[src/rtl/alu_pkg.sv]
// Shared definitions for the pipelined ALU: operation encodings and flag bit positions.
package alu_pkg;

    typedef enum logic [2:0] {
        OP_NOT = 3'b000,
        OP_ADD = 3'b001,
        OP_SUB = 3'b010,
        OP_DBL = 3'b011,
        OP_AND = 3'b100,
        OP_OR  = 3'b101,
        OP_XOR = 3'b110,
        OP_ACC = 3'b111
    } op_e;

    // Bit positions inside the 4-bit {N,Z,C,V} flag vector.
    localparam int FLAG_N = 3;
    localparam int FLAG_Z = 2;
    localparam int FLAG_C = 1;
    localparam int FLAG_V = 0;

endpackage

[src/rtl/alu_core.sv]
// Combinational ALU datapath: operation decode, flag generation and optional
// signed saturation (enabled by defining ALU_PIPE_SAT_EN).
module alu_core
    import alu_pkg::*;
#(
    parameter int WIDTH = 8
) (
    input  logic [WIDTH-1:0] a,
    input  logic [WIDTH-1:0] b,
    input  logic [WIDTH-1:0] acc,
    input  op_e              op,
    output logic [WIDTH-1:0] y,
    output logic [3:0]       flags
);

    localparam logic [WIDTH-1:0] SMAX = {1'b0, {(WIDTH-1){1'b1}}};
    localparam logic [WIDTH-1:0] SMIN = {1'b1, {(WIDTH-1){1'b0}}};

    logic [WIDTH-1:0] w_lhs;
    logic [WIDTH-1:0] w_rhs;
    logic             w_sub;
    logic             w_arith;
    logic [WIDTH:0]   w_sum;
    logic [WIDTH-1:0] w_res;
    logic             w_c;
    logic             w_v;

    // NOTE: every variable gets a default at the top of always_comb so no path can infer a latch.
    always_comb begin
        w_lhs   = a;
        w_rhs   = b;
        w_sub   = 1'b0;
        w_arith = 1'b0;
        case (op)
            OP_ADD: w_arith = 1'b1;
            OP_SUB: begin w_arith = 1'b1; w_sub = 1'b1; end
            OP_DBL: begin w_arith = 1'b1; w_rhs = a; end
            OP_ACC: begin w_arith = 1'b1; w_lhs = acc; w_rhs = a; end
            default: ;
        endcase

        // One extra bit holds carry-out for add and borrow for subtract.
        w_sum = w_sub ? ({1'b0, w_lhs} - {1'b0, w_rhs})
                      : ({1'b0, w_lhs} + {1'b0, w_rhs});

        w_c = 1'b0;
        w_v = 1'b0;
        if (w_arith) begin
            w_c = w_sum[WIDTH];
            if (w_sub)
                w_v = (w_lhs[WIDTH-1] != w_rhs[WIDTH-1]) && (w_sum[WIDTH-1] != w_lhs[WIDTH-1]);
            else
                w_v = (w_lhs[WIDTH-1] == w_rhs[WIDTH-1]) && (w_sum[WIDTH-1] != w_lhs[WIDTH-1]);
        end

        case (op)
            OP_NOT:  w_res = ~a;
            OP_AND:  w_res = a & b;
            OP_OR:   w_res = a | b;
            OP_XOR:  w_res = a ^ b;
            default: w_res = w_sum[WIDTH-1:0];
        endcase

`ifdef ALU_PIPE_SAT_EN
        // Overflow always pushes the result away from the left operand's sign.
        if (w_v)
            w_res = w_lhs[WIDTH-1] ? SMIN : SMAX;
`endif

        y              = w_res;
        flags          = 4'b0000;
        flags[FLAG_N]  = w_res[WIDTH-1];
        flags[FLAG_Z]  = (w_res == '0);
        flags[FLAG_C]  = w_c;
        flags[FLAG_V]  = w_v;
    end

`ifndef ALU_PIPE_SAT_EN
    logic w_unused_sat;
    assign w_unused_sat = ^{SMAX, SMIN};
`endif

endmodule

[src/rtl/alu_pipe.sv]
// One-stage pipelined ALU with valid/ready handshake and accumulator.
// Optional signed saturation of arithmetic results via ALU_PIPE_SAT_EN.
module alu_pipe
    import alu_pkg::*;
#(
    parameter int WIDTH = 8
) (
    input  logic             clk,
    input  logic             rst_n,
    input  logic             in_valid,
    output logic             in_ready,
    input  logic [WIDTH-1:0] a,
    input  logic [WIDTH-1:0] b,
    input  logic [2:0]       op,
    input  logic             acc_clr,
    output logic             out_valid,
    input  logic             out_ready,
    output logic [WIDTH-1:0] y,
    output logic [3:0]       flags
);

    logic [WIDTH-1:0] r_y;
    logic [3:0]       r_flags;
    logic             r_out_valid;
    logic [WIDTH-1:0] r_acc;

    logic             w_xfer;
    logic             w_is_acc;
    logic [WIDTH-1:0] w_acc_eff;
    logic [WIDTH-1:0] w_y;
    logic [3:0]       w_flags;

    assign in_ready  = !r_out_valid || out_ready;
    assign w_xfer    = in_valid && in_ready;
    assign w_is_acc  = (op == OP_ACC);
    // A clear in the same cycle as an ACC transfer is applied before the add.
    assign w_acc_eff = acc_clr ? '0 : r_acc;

    alu_core #(.WIDTH(WIDTH)) u_core (
        .a     (a),
        .b     (b),
        .acc   (w_acc_eff),
        .op    (op_e'(op)),
        .y     (w_y),
        .flags (w_flags)
    );

    // NOTE: sequential state uses non-blocking assignments so all registers update together at the edge.
    always_ff @(posedge clk or negedge rst_n) begin
        if (!rst_n) begin
            r_y         <= '0;
            r_flags     <= '0;
            r_out_valid <= 1'b0;
            r_acc       <= '0;
        end else begin
            if (w_xfer) begin
                r_y         <= w_y;
                r_flags     <= w_flags;
                r_out_valid <= 1'b1;
            end else if (out_ready) begin
                r_out_valid <= 1'b0;
            end

            if (w_xfer && w_is_acc)
                r_acc <= w_y;
            else if (acc_clr)
                r_acc <= '0;
        end
    end

    assign out_valid = r_out_valid;
    assign y         = r_y;
    assign flags     = r_flags;

endmodule

[config.mk]
export PLATFORM = sky130hd
export DESIGN_NAME = alu_pipe
export DESIGN_NICKNAME = d
export VERILOG_FILES = /design/src/rtl/alu_pkg.sv /design/src/rtl/alu_core.sv /design/src/rtl/alu_pipe.sv
export SDC_FILE = /design/constraint.sdc
export NUM_CORES = 1
export LEC_CHECK = 0
export CAP_MARGIN = 20
export CORE_ASPECT_RATIO = 0.6
export CORE_MARGIN = 5
export CORE_UTILIZATION = 35
export CTS_CLUSTER_DIAMETER = 80
export DETAILED_ROUTE_END_ITERATION = 10
export PLACE_DENSITY = 0.62
export REMOVE_ABC_BUFFERS = 1
export SYNTH_ARGS = -nofsm -noshare
export SYNTH_HDL_FRONTEND = slang
export SYNTH_SLANG_ARGS = --single-unit
[constraint.sdc]
create_clock -name clk -period 3.97 [get_ports clk]
set_input_delay 0.5955 -clock clk [delete_from_list [all_inputs] [get_ports clk]]
set_output_delay 0.5955 -clock clk [all_outputs]
set_load 0.005 [all_outputs]
==> summary.md, run 1 <==
| Metric | Value |
|---|---|
| Clk buf depth | `2` |
| Total congestion overflow | `0` |
| Commonest non-fill, non-tap cells in the layout | `clkdlybuf4s50_1 (37), nand2_1 (29), inv_1 (27)` |
| Largest net degree at the start of global routing | `23` |
| Layout fillers | `638` |
| Worst min path class | `flip-flop to flip-flop` |
| Setup slack, reg-to-reg | `1.45 ns` |
| Switch Pwr | `0.2744 mW` |
| Cts bufs inserted | `3` |
| Via count of the routed design | `2143` |
| First-pass GRT wire length | `9977 um` |
| Proportion of power drawn by combinational gates | `51.2%` |
| Initial DRC count | `132` |
| Switch share | `35.74%` |
| R2R Path Start | `r_acc[0]` |
| Part of the cycle the worst path needs | `93.50%` |
| Worst Setup EP | `flags[2]` |
| Setup TNS | `0 ns` |
| Routability-driven placement congestion ratio | `0.8906` |
| Hold_buf cts | `0` |
| DR WL/cell | `14.74 um` |
| Drt pass-1 iters | `4` |
| Ant diodes | `0` |
| ANT nets after route | `0` |
| Die area | `8264 um2` |
| Register bit count reported by yosys | `20` |
| Commonest non-fill, non-tap cell in the layout | `clkdlybuf4s50_1` |
| Power per cell area | `268.1 nW/um2` |
| Seq pwr share | `31.7%` |
| CP Data Required Time | `4.13 ns` |
| Die W | `114.1 um` |
| Count of cell types in the netlist | `59` |
| Vias in the first global route | `1992` |
| R2r endpoint | `flags[2]` |
| Clk sinks | `20` |
| Int Pwr | `0.4932 mW` |
| Std-Cell Rows | `22` |
| Initial antenna violation count | `0` |
| Final Hold Viols | `0` |
| CTS tree | `done` |
| Cts repair resizes | `0` |
| Io pins | `38` |
| Initial Util | `36.56%` |
| Post-synth EDFFs | `0` |
| Crit path largest cell delay | `0.54 ns` |
| CP Cell Sequence | `clkdlybuf4s50_1 > nand2_2 > o31ai_1 > o21ai_0 > o21ai_0 > xnor2_1 > ha_1 > inv_1 > nor3_1 > a2111oi_1 > nand3b_1 > o21ba_2 > o41ai_2` |
| Detailed Route WL | `6014 um` |
| Share of post-route cells with drive strength above 1 | `9.877%` |
| Peak supply drop | `0.1816 mV` |
| Setup ws final | `0.2579 ns` |
| Worst setup EP type | `flip-flop` |
| CTS HTree Levels | `1` |
| Syn Area/Cell | `8.095 um2` |
| Ys async rst share | `100.0%` |
| Total GRT Usage | `14.82%` |
| Reg2Reg Depth | `10` |
| Postcts setup bufs | `0` |
| WP data arrival | `3.87 ns` |
| Mapped Cells | `281` |
| Clock Power Share | `17.1%` |
| Worst-skew pair later-pin latency | `0.25 ns` |
| Max-slew headroom | `55.43%` |
| Yosys Warn Count | `0` |
| Remaining DRCs | `0` |
| Clk slew on worst S/H paths | `0.07 ns` |
| Pre-CTS setup slack | `0.07055 ns` |
| Final setup viols | `0` |
| Max Clk Rate | `0.2694 GHz` |
| Crit path from | `op[0]` |
| Avg Vias per Cell | `5.252` |
| Port-buffer cells | `37` |
| Crit Path Category | `primary input to flip-flop` |
| Max-cap violations | `0` |
| DP Wirelength | `4947 um` |
| Core Area | `6221 um2` |
| # nets final | `376` |
| Seq/Total Area, Yosys | `22.00%` |
| Cell area after synthesis | `2275 um2` |
| Slew Limit Fails | `0` |
| Primary FF master, synth | `dfrtp_1` |
| Area growth from synthesis to layout | `25.85%` |
| Crit Path Max Fanout | `7` |
| Critical path launch point type | `primary input` |
| RSZ-0062 raised after global routing | `no` |
| Final worst path period need | `3.712 ns` |
| Most frequent CP cell | `o21ai_0` |
| CTS root buf | `clkbuf_8` |
| Slowest library cell on the worst path | `clkdlybuf4s50_1` |
| Leak pwr | `1.346 nW` |
| Status | `finished, final reports clean` |
| Layout Skew | `0.002619 ns` |
| Die height | `72.45 um` |
| Least-Margin Pin Slew | `0.6669 ns` |
per-layer routing:
metal	up-vias	part of all wire, %	GRT usage, %
met5	-	0	0
met3	2	5.5	3.500
met2	44	41	21.60
met4	0	0.28	0.3953
met1	1004	53	23.12
li1	1093	-	-
through the flow:
step | hold slack (ns) | utilization, % | instance area [um2] | total power [mW] | instances
2_1_floorplan | 0.2999 | - | 2201 | 0.4691 | 269
3_3_place_gp | 0.4651 | 44.91 | 2794 | 0.6297 | 404
3_5_place_dp | 0.4689 | 44.91 | 2794 | 0.6358 | 404
4_1_cts | 0.4860 | 45.58 | 2835 | 0.7711 | 407
5_1_grt | 0.5281 | 46.02 | 2863 | 0.8297 | 408
6_report | 0.4805 | 46.02 | 2863 | 0.7676 | 408
power by group through the flow:
| stage | Combinational, mW | Clock [mW] | Sequential (mW) |
|---|---|---|---|
| final | 0.393 | 0.131 | 0.243 |
| after global routing | 0.435 | 0.147 | 0.248 |
| after CTS | 0.391 | 0.137 | 0.244 |
| after detailed placement | 0.388 | 0 | 0.248 |
| after global placement | 0.383 | 0 | 0.247 |
| after floorplan | 0.220 | 0 | 0.249 |
cells in the mapped netlist, types with 2 or more instances:
cell type | count | area (um2)
o21ai_0 | 25 | 125.1
buf_4 | 2 | 15.01
a21o_1 | 2 | 15.01
o211ai_1 | 2 | 15.01
nand2_1 | 29 | 108.9
buf_2 | 5 | 25.02
nand3_1 | 5 | 25.02
a221o_2 | 2 | 22.52
o21ai_1 | 3 | 15.01
and3_1 | 2 | 12.51
clkbuf_1 | 3 | 11.26
buf_6 | 2 | 22.52
a211oi_1 | 3 | 22.52
xnor2_1 | 7 | 61.31
o31ai_1 | 5 | 37.54
nand3b_1 | 4 | 30.03
a21oi_1 | 16 | 80.08
o22ai_1 | 4 | 25.02
and4_1 | 2 | 17.52
nor2_1 | 11 | 41.29
nor4_1 | 2 | 12.51
nand2b_1 | 12 | 75.07
o21a_1 | 2 | 15.01
a31oi_1 | 2 | 12.51
xor2_1 | 4 | 35.03
nor3_1 | 6 | 30.03
o31a_1 | 3 | 26.28
a211o_1 | 2 | 17.52
mux2i_1 | 14 | 140.1
nor3b_1 | 2 | 15.01
inv_1 | 27 | 101.4
dfrtp_1 | 20 | 500.5
ha_1 | 25 | 312.8
cell families (layout without fill, tap and decap cells):
kind of cell	Yosys count	in the layout	share of synthesized area, %
muxes	14	14	6.160
and+or+nand+nor	86	86	20.13
DFF	20	20	22.00
xor gates and xnor gates	11	11	4.235
AOI/OAI and AO/OA	85	85	25.14
buffers and inverters	39	82	7.700
adders and majority gates	26	26	14.63
state kept, by name (all words and copies together) (netlist names):
name       flops
out_valid      1
r_acc          8
flags          3
y              8
final cells by class:
class | instances | area [um2] | area share (%)
well taps | 84 | 105.1 | 3.671
flip-flops and latches | 20 | 500.5 | 17.48
clock buffers | 3 | 41.29 | 1.442
multi-input cells | 222 | 1599 | 55.86
inverters | 27 | 101.3 | 3.540
repair buffers | 52 | 515.5 | 18.01
worst min-delay path by stage:
stage | slack (ns) | depth (start not counted) | start | to
after global routing | 0.53 | 2 | y[6] | y[6]
after detailed placement | 0.47 | 2 | flags[2] | flags[2]
after global placement | 0.47 | 2 | y[6] | y[6]
after CTS | 0.49 | 2 | flags[2] | flags[2]
after floorplan | 0.30 | 0 | rst_n | flags[0]
final | 0.48 | 2 | flags[0] | flags[0]
worst max-delay path: cells and delay by family:
kind	cells	cell delay [ns]
XOR/XNOR	1	0.15
AO/OA/AOI/OAI	6	1.77
AND/OR/NAND/NOR	3	0.40
buffers and inverters	2	0.70
adder cells (fa/ha/maj)	1	0.24
Power figures use the tool's default switching activity.
==> inputs of run 2 (changes only) <==
SYNTH_HIERARCHICAL = 1   (was not set)
==> summary.md, run 2 <==
| Metric | Value |
|---|---|
| Max-cap violations | `0 (unchanged)` |
| Power per cell area | `305.2 nW/um2 (was 268.1 nW/um2)` |
| Postcts setup bufs | `0 (unchanged)` |
| Worst min path class | `flip-flop to flip-flop (unchanged)` |
| Synth Area in Compound Gates | `17.27% (was 25.14%)` |
| Die area | `8683 um2 (was 8264 um2)` |
| Layout Skew | `0.002185 ns (was 0.002619 ns)` |
| Crit Path Max Fanout | `10 (was 7)` |
| Clk sinks | `21 (was 20)` |
| CTS tree | `done (unchanged)` |
| Post-Synth Adder-Cell Area | `13.32% (was 14.63%)` |
| Mux share of post-synthesis cell area | `17.90% (was 6.161%)` |
| Total congestion overflow | `0 (unchanged)` |
| Part of the cycle the worst path needs | `93.38% (was 93.50%)` |
| Hold_buf cts | `0 (unchanged)` |
| Mapped Cells | `257 (was 281)` |
| Avg Vias per Cell | `5.216 (was 5.252)` |
| # nets final | `370 (was 376)` |
| Least-Margin Pin Slew | `0.7380 ns (was 0.6669 ns)` |
| Clk buf depth | `2 (unchanged)` |
| ANT nets after route | `0 (unchanged)` |
| RSZ-0062 raised after global routing | `no (unchanged)` |
| Slew Limit Fails | `0 (unchanged)` |
| Area share of the largest cell type after synthesis | `21.85% (was 22.00%)` |
| Post-synth EDFFs | `0 (unchanged)` |
| Area growth from synthesis to layout | `32.31% (was 25.85%)` |
| Die W | `117.0 um (was 114.1 um)` |
| First-pass GRT wire length | `10250 um (was 9977 um)` |
| Worst setup EP type | `flip-flop (unchanged)` |
| Primary FF master, synth | `dfrtp_1 (unchanged)` |
| Remaining DRCs | `0 (unchanged)` |
| Ant diodes | `0 (unchanged)` |
| Final worst path period need | `3.707 ns (was 3.712 ns)` |
| Leak pwr | `1.480 nW (was 1.346 nW)` |
| Final Hold Viols | `0 (unchanged)` |
| Design area | `3182 um2 (was 2863 um2)` |
| Detailed Route WL | `6500 um (was 6014 um)` |
| Initial antenna violation count | `0 (unchanged)` |
| Cts bufs inserted | `3 (unchanged)` |
| Std-Cell Rows | `23 (was 22)` |
| Cell area after synthesis | `2405 um2 (was 2275 um2)` |
| Clk slew on worst S/H paths | `0.06 ns (was 0.07 ns)` |
| Final setup viols | `0 (unchanged)` |
| Setup TNS | `0 ns (unchanged)` |
| Crit Path Category | `primary input to flip-flop (unchanged)` |
| Commonest non-fill, non-tap cell in the layout | `clkdlybuf4s50_1 (unchanged)` |
| Total GRT Usage | `14.93% (was 14.82%)` |
| Peak supply drop | `0.1921 mV (was 0.1816 mV)` |
| Synth Area in XOR/XNOR | `4.735% (was 4.235%)` |
| WP data arrival | `3.85 ns (was 3.87 ns)` |
| Seq/Total Area, Yosys | `21.85% (was 22.00%)` |
| Post-synth top area cell | `dfrtp_1 (unchanged)` |
| Simple-Gate Fraction of Synth Area | `16.75% (was 20.13%)` |
| Layout fillers | `634 (was 638)` |
| Max-slew headroom | `50.28% (was 55.43%)` |
| DR WL/cell | `15.97 um (was 14.74 um)` |
| Cts repair resizes | `0 (unchanged)` |
| Syn Area/Cell | `9.357 um2 (was 8.095 um2)` |
| Initial Util | `36.02% (was 36.56%)` |
| Via count of the routed design | `2123 (was 2143)` |
| Count of cell types in the netlist | `56 (was 59)` |
| Non-filler cells, final | `407 (was 408)` |
| Die height | `74.21 um (was 72.45 um)` |
| Setup slack, reg-to-reg | `1.14 ns (was 1.45 ns)` |
| Main combinational cell family by area after synthesis | `multiplexers (was compound AO/OA/AOI/OAI gates)` |
| Largest net degree at the start of global routing | `22 (was 23)` |
| Vias in the first global route | `2126 (was 1992)` |
| Port-buffer cells | `37 (unchanged)` |
| Register bit count reported by yosys | `21 (was 20)` |
| Ys async rst share | `100.0% (unchanged)` |
| Yosys Warn Count | `6 (was 0)` |
| Routability-driven placement congestion ratio | `0.9194 (was 0.8906)` |
| Status | `finished, final reports clean (unchanged)` |
| Max Clk Rate | `0.2698 GHz (was 0.2694 GHz)` |
| Commonest non-fill, non-tap cells in the layout | `clkdlybuf4s50_1 (37), buf_4 (33), inv_1 (24), ha_1 (24), dfrtp_1 (21) (was clkdlybuf4s50_1 (37), nand2_1 (29), inv_1 (27))` |
| Core Area | `6676 um2 (was 6221 um2)` |
| Post-DP Area | `3045 um2 (was 2794 um2)` |
| Tot Pwr | `0.9710 mW (was 0.7676 mW)` |
| CTS HTree Levels | `1 (unchanged)` |
| Synth area leaders | `dfrtp_1 (22%), ha_1 (12%), mux2_2 (7.5%) (was dfrtp_1 (22%), ha_1 (14%), mux2i_1 (6.2%))` |
| Final hold slack | `0.5050 ns (was 0.4805 ns)` |
| Io pins | `38 (unchanged)` |
| Worst-skew pair later-pin latency | `0.25 ns (about the same)` |
| Dpl cells | `402 (was 404)` |
| Share of post-route cells with drive strength above 1 | `26.88% (was 9.877%)` |
| Critical path launch point type | `primary input (unchanged)` |
| CTS root buf | `clkbuf_16 (was clkbuf_8)` |
| Initial DRC count | `80 (was 132)` |
| CP Data Required Time | `4.11 ns (was 4.13 ns)` |
| DP Wirelength | `5296 um (was 4947 um)` |
| Drt pass-1 iters | `6 (was 4)` |
| Commonest cells in the netlist | `ha_1 (24), inv_1 (24), dfrtp_1 (21), mux2_2 (16), o21ai_0 (15) (was nand2_1 (29), inv_1 (27), ha_1 (25), o21ai_0 (25), dfrtp_1 (20))` |
==> run 2: cell count changes in the layout (fill, tap and decap cells not counted), sizes merged, moves of 4 or more <==
cell | previous run | this run
a21oi | 16 | 9
or3 | 0 | 4
nor2b | 2 | 12
nand2b | 13 | 5
o31ai | 5 | 1
buf | 15 | 35
nand2 | 30 | 13
mux2i | 14 | 10
o21ai | 29 | 15
mux2 | 0 | 26
==> run 2: final cells by class <==
| class | instances | area, um2 | area share (%) |
|---|---|---|---|
| clock buffer | 3 | 75.07 | 2.359 |
| clock inverter | 1 | 5.005 | 0.1573 |
| inverter | 24 | 90.09 | 2.831 |
| multi-input combinational | 199 | 1712 | 53.79 |
| sequential | 21 | 525.5 | 16.52 |
| tap | 87 | 108.9 | 3.421 |
| timing repair buffer | 72 | 665.6 | 20.92 |
==> run 2: power by group <==
part	internal, mW	total, mW	switching, mW
sequential	0.251	0.270	0.0190
clock	0.135	0.212	0.0771
combinational	0.278	0.488	0.210
==> run 2: logic make-up (layout without fill, tap and decap cells) <==
| group | after synthesis | in the layout |
|---|---|---|
| buf+inv | 37 | 100 |
| simple gates | 67 | 67 |
| compound gates | 58 | 58 |
| fa+ha+maj | 25 | 25 |
| mux | 36 | 36 |
| flops | 21 | 21 |
| xor+xnor | 13 | 13 |
==> run 2: through the flow <==
| step | util (%) | setup WS [ns] |
|---|---|---|
| 2_1_floorplan | - | 0.5541 |
| 4_1_cts | 46.81 | 0.1906 |
| 6_report | 47.66 | 0.2630 |
| 5_1_grt | 47.66 | 0.001439 |
| 3_3_place_gp | 45.61 | -0.02805 |
| 3_5_place_dp | 45.61 | -0.07419 |
==> run 2: path summary, 6_finish.rpt <==
| path | to | startpoint | depth (start not counted) |
|---|---|---|---|
| max | flags[2] | op[1] | 16 |
| min | flags[3] | flags[3] | 1 |
| max reg2reg | flags[2] | r_acc[2] | 10 |
| min reg2reg | flags[3] | flags[3] | 1 |
| max in group asynchronous | r_acc[1] | rst_n | 2 |
| min in group asynchronous | flags[3] | rst_n | 1 |
==> run 2: per-layer routing <==
metal | part of all wire (%) | track usage, % | wire (um) | vias to the layer above
met5 | 0 | 0 | 0 | -
li1 | - | - | - | 1052
met1 | 52 | 22.58 | 3400 | 1017
met3 | 5.1 | 3.496 | 333 | 6
met4 | 0.32 | 1.272 | 21 | 0
met2 | 42 | 22.50 | 2744 | 48
==> run 2: critical path, cell delays in order <==
cell and delay (ns):
clkdlybuf4s50_1 0.51, and2_2 0.24, buf_12 0.15, mux2i_1 0.20, nor3b_2 0.27, nor2_1 0.08, xor2_1 0.16, ha_1 0.33
buf_4 0.16, a21o_1 0.21, nand3_1 0.10, nand2_1 0.07, a311oi_1 0.24, buf_4 0.19, nor4b_2 0.04, mux2_4 0.26
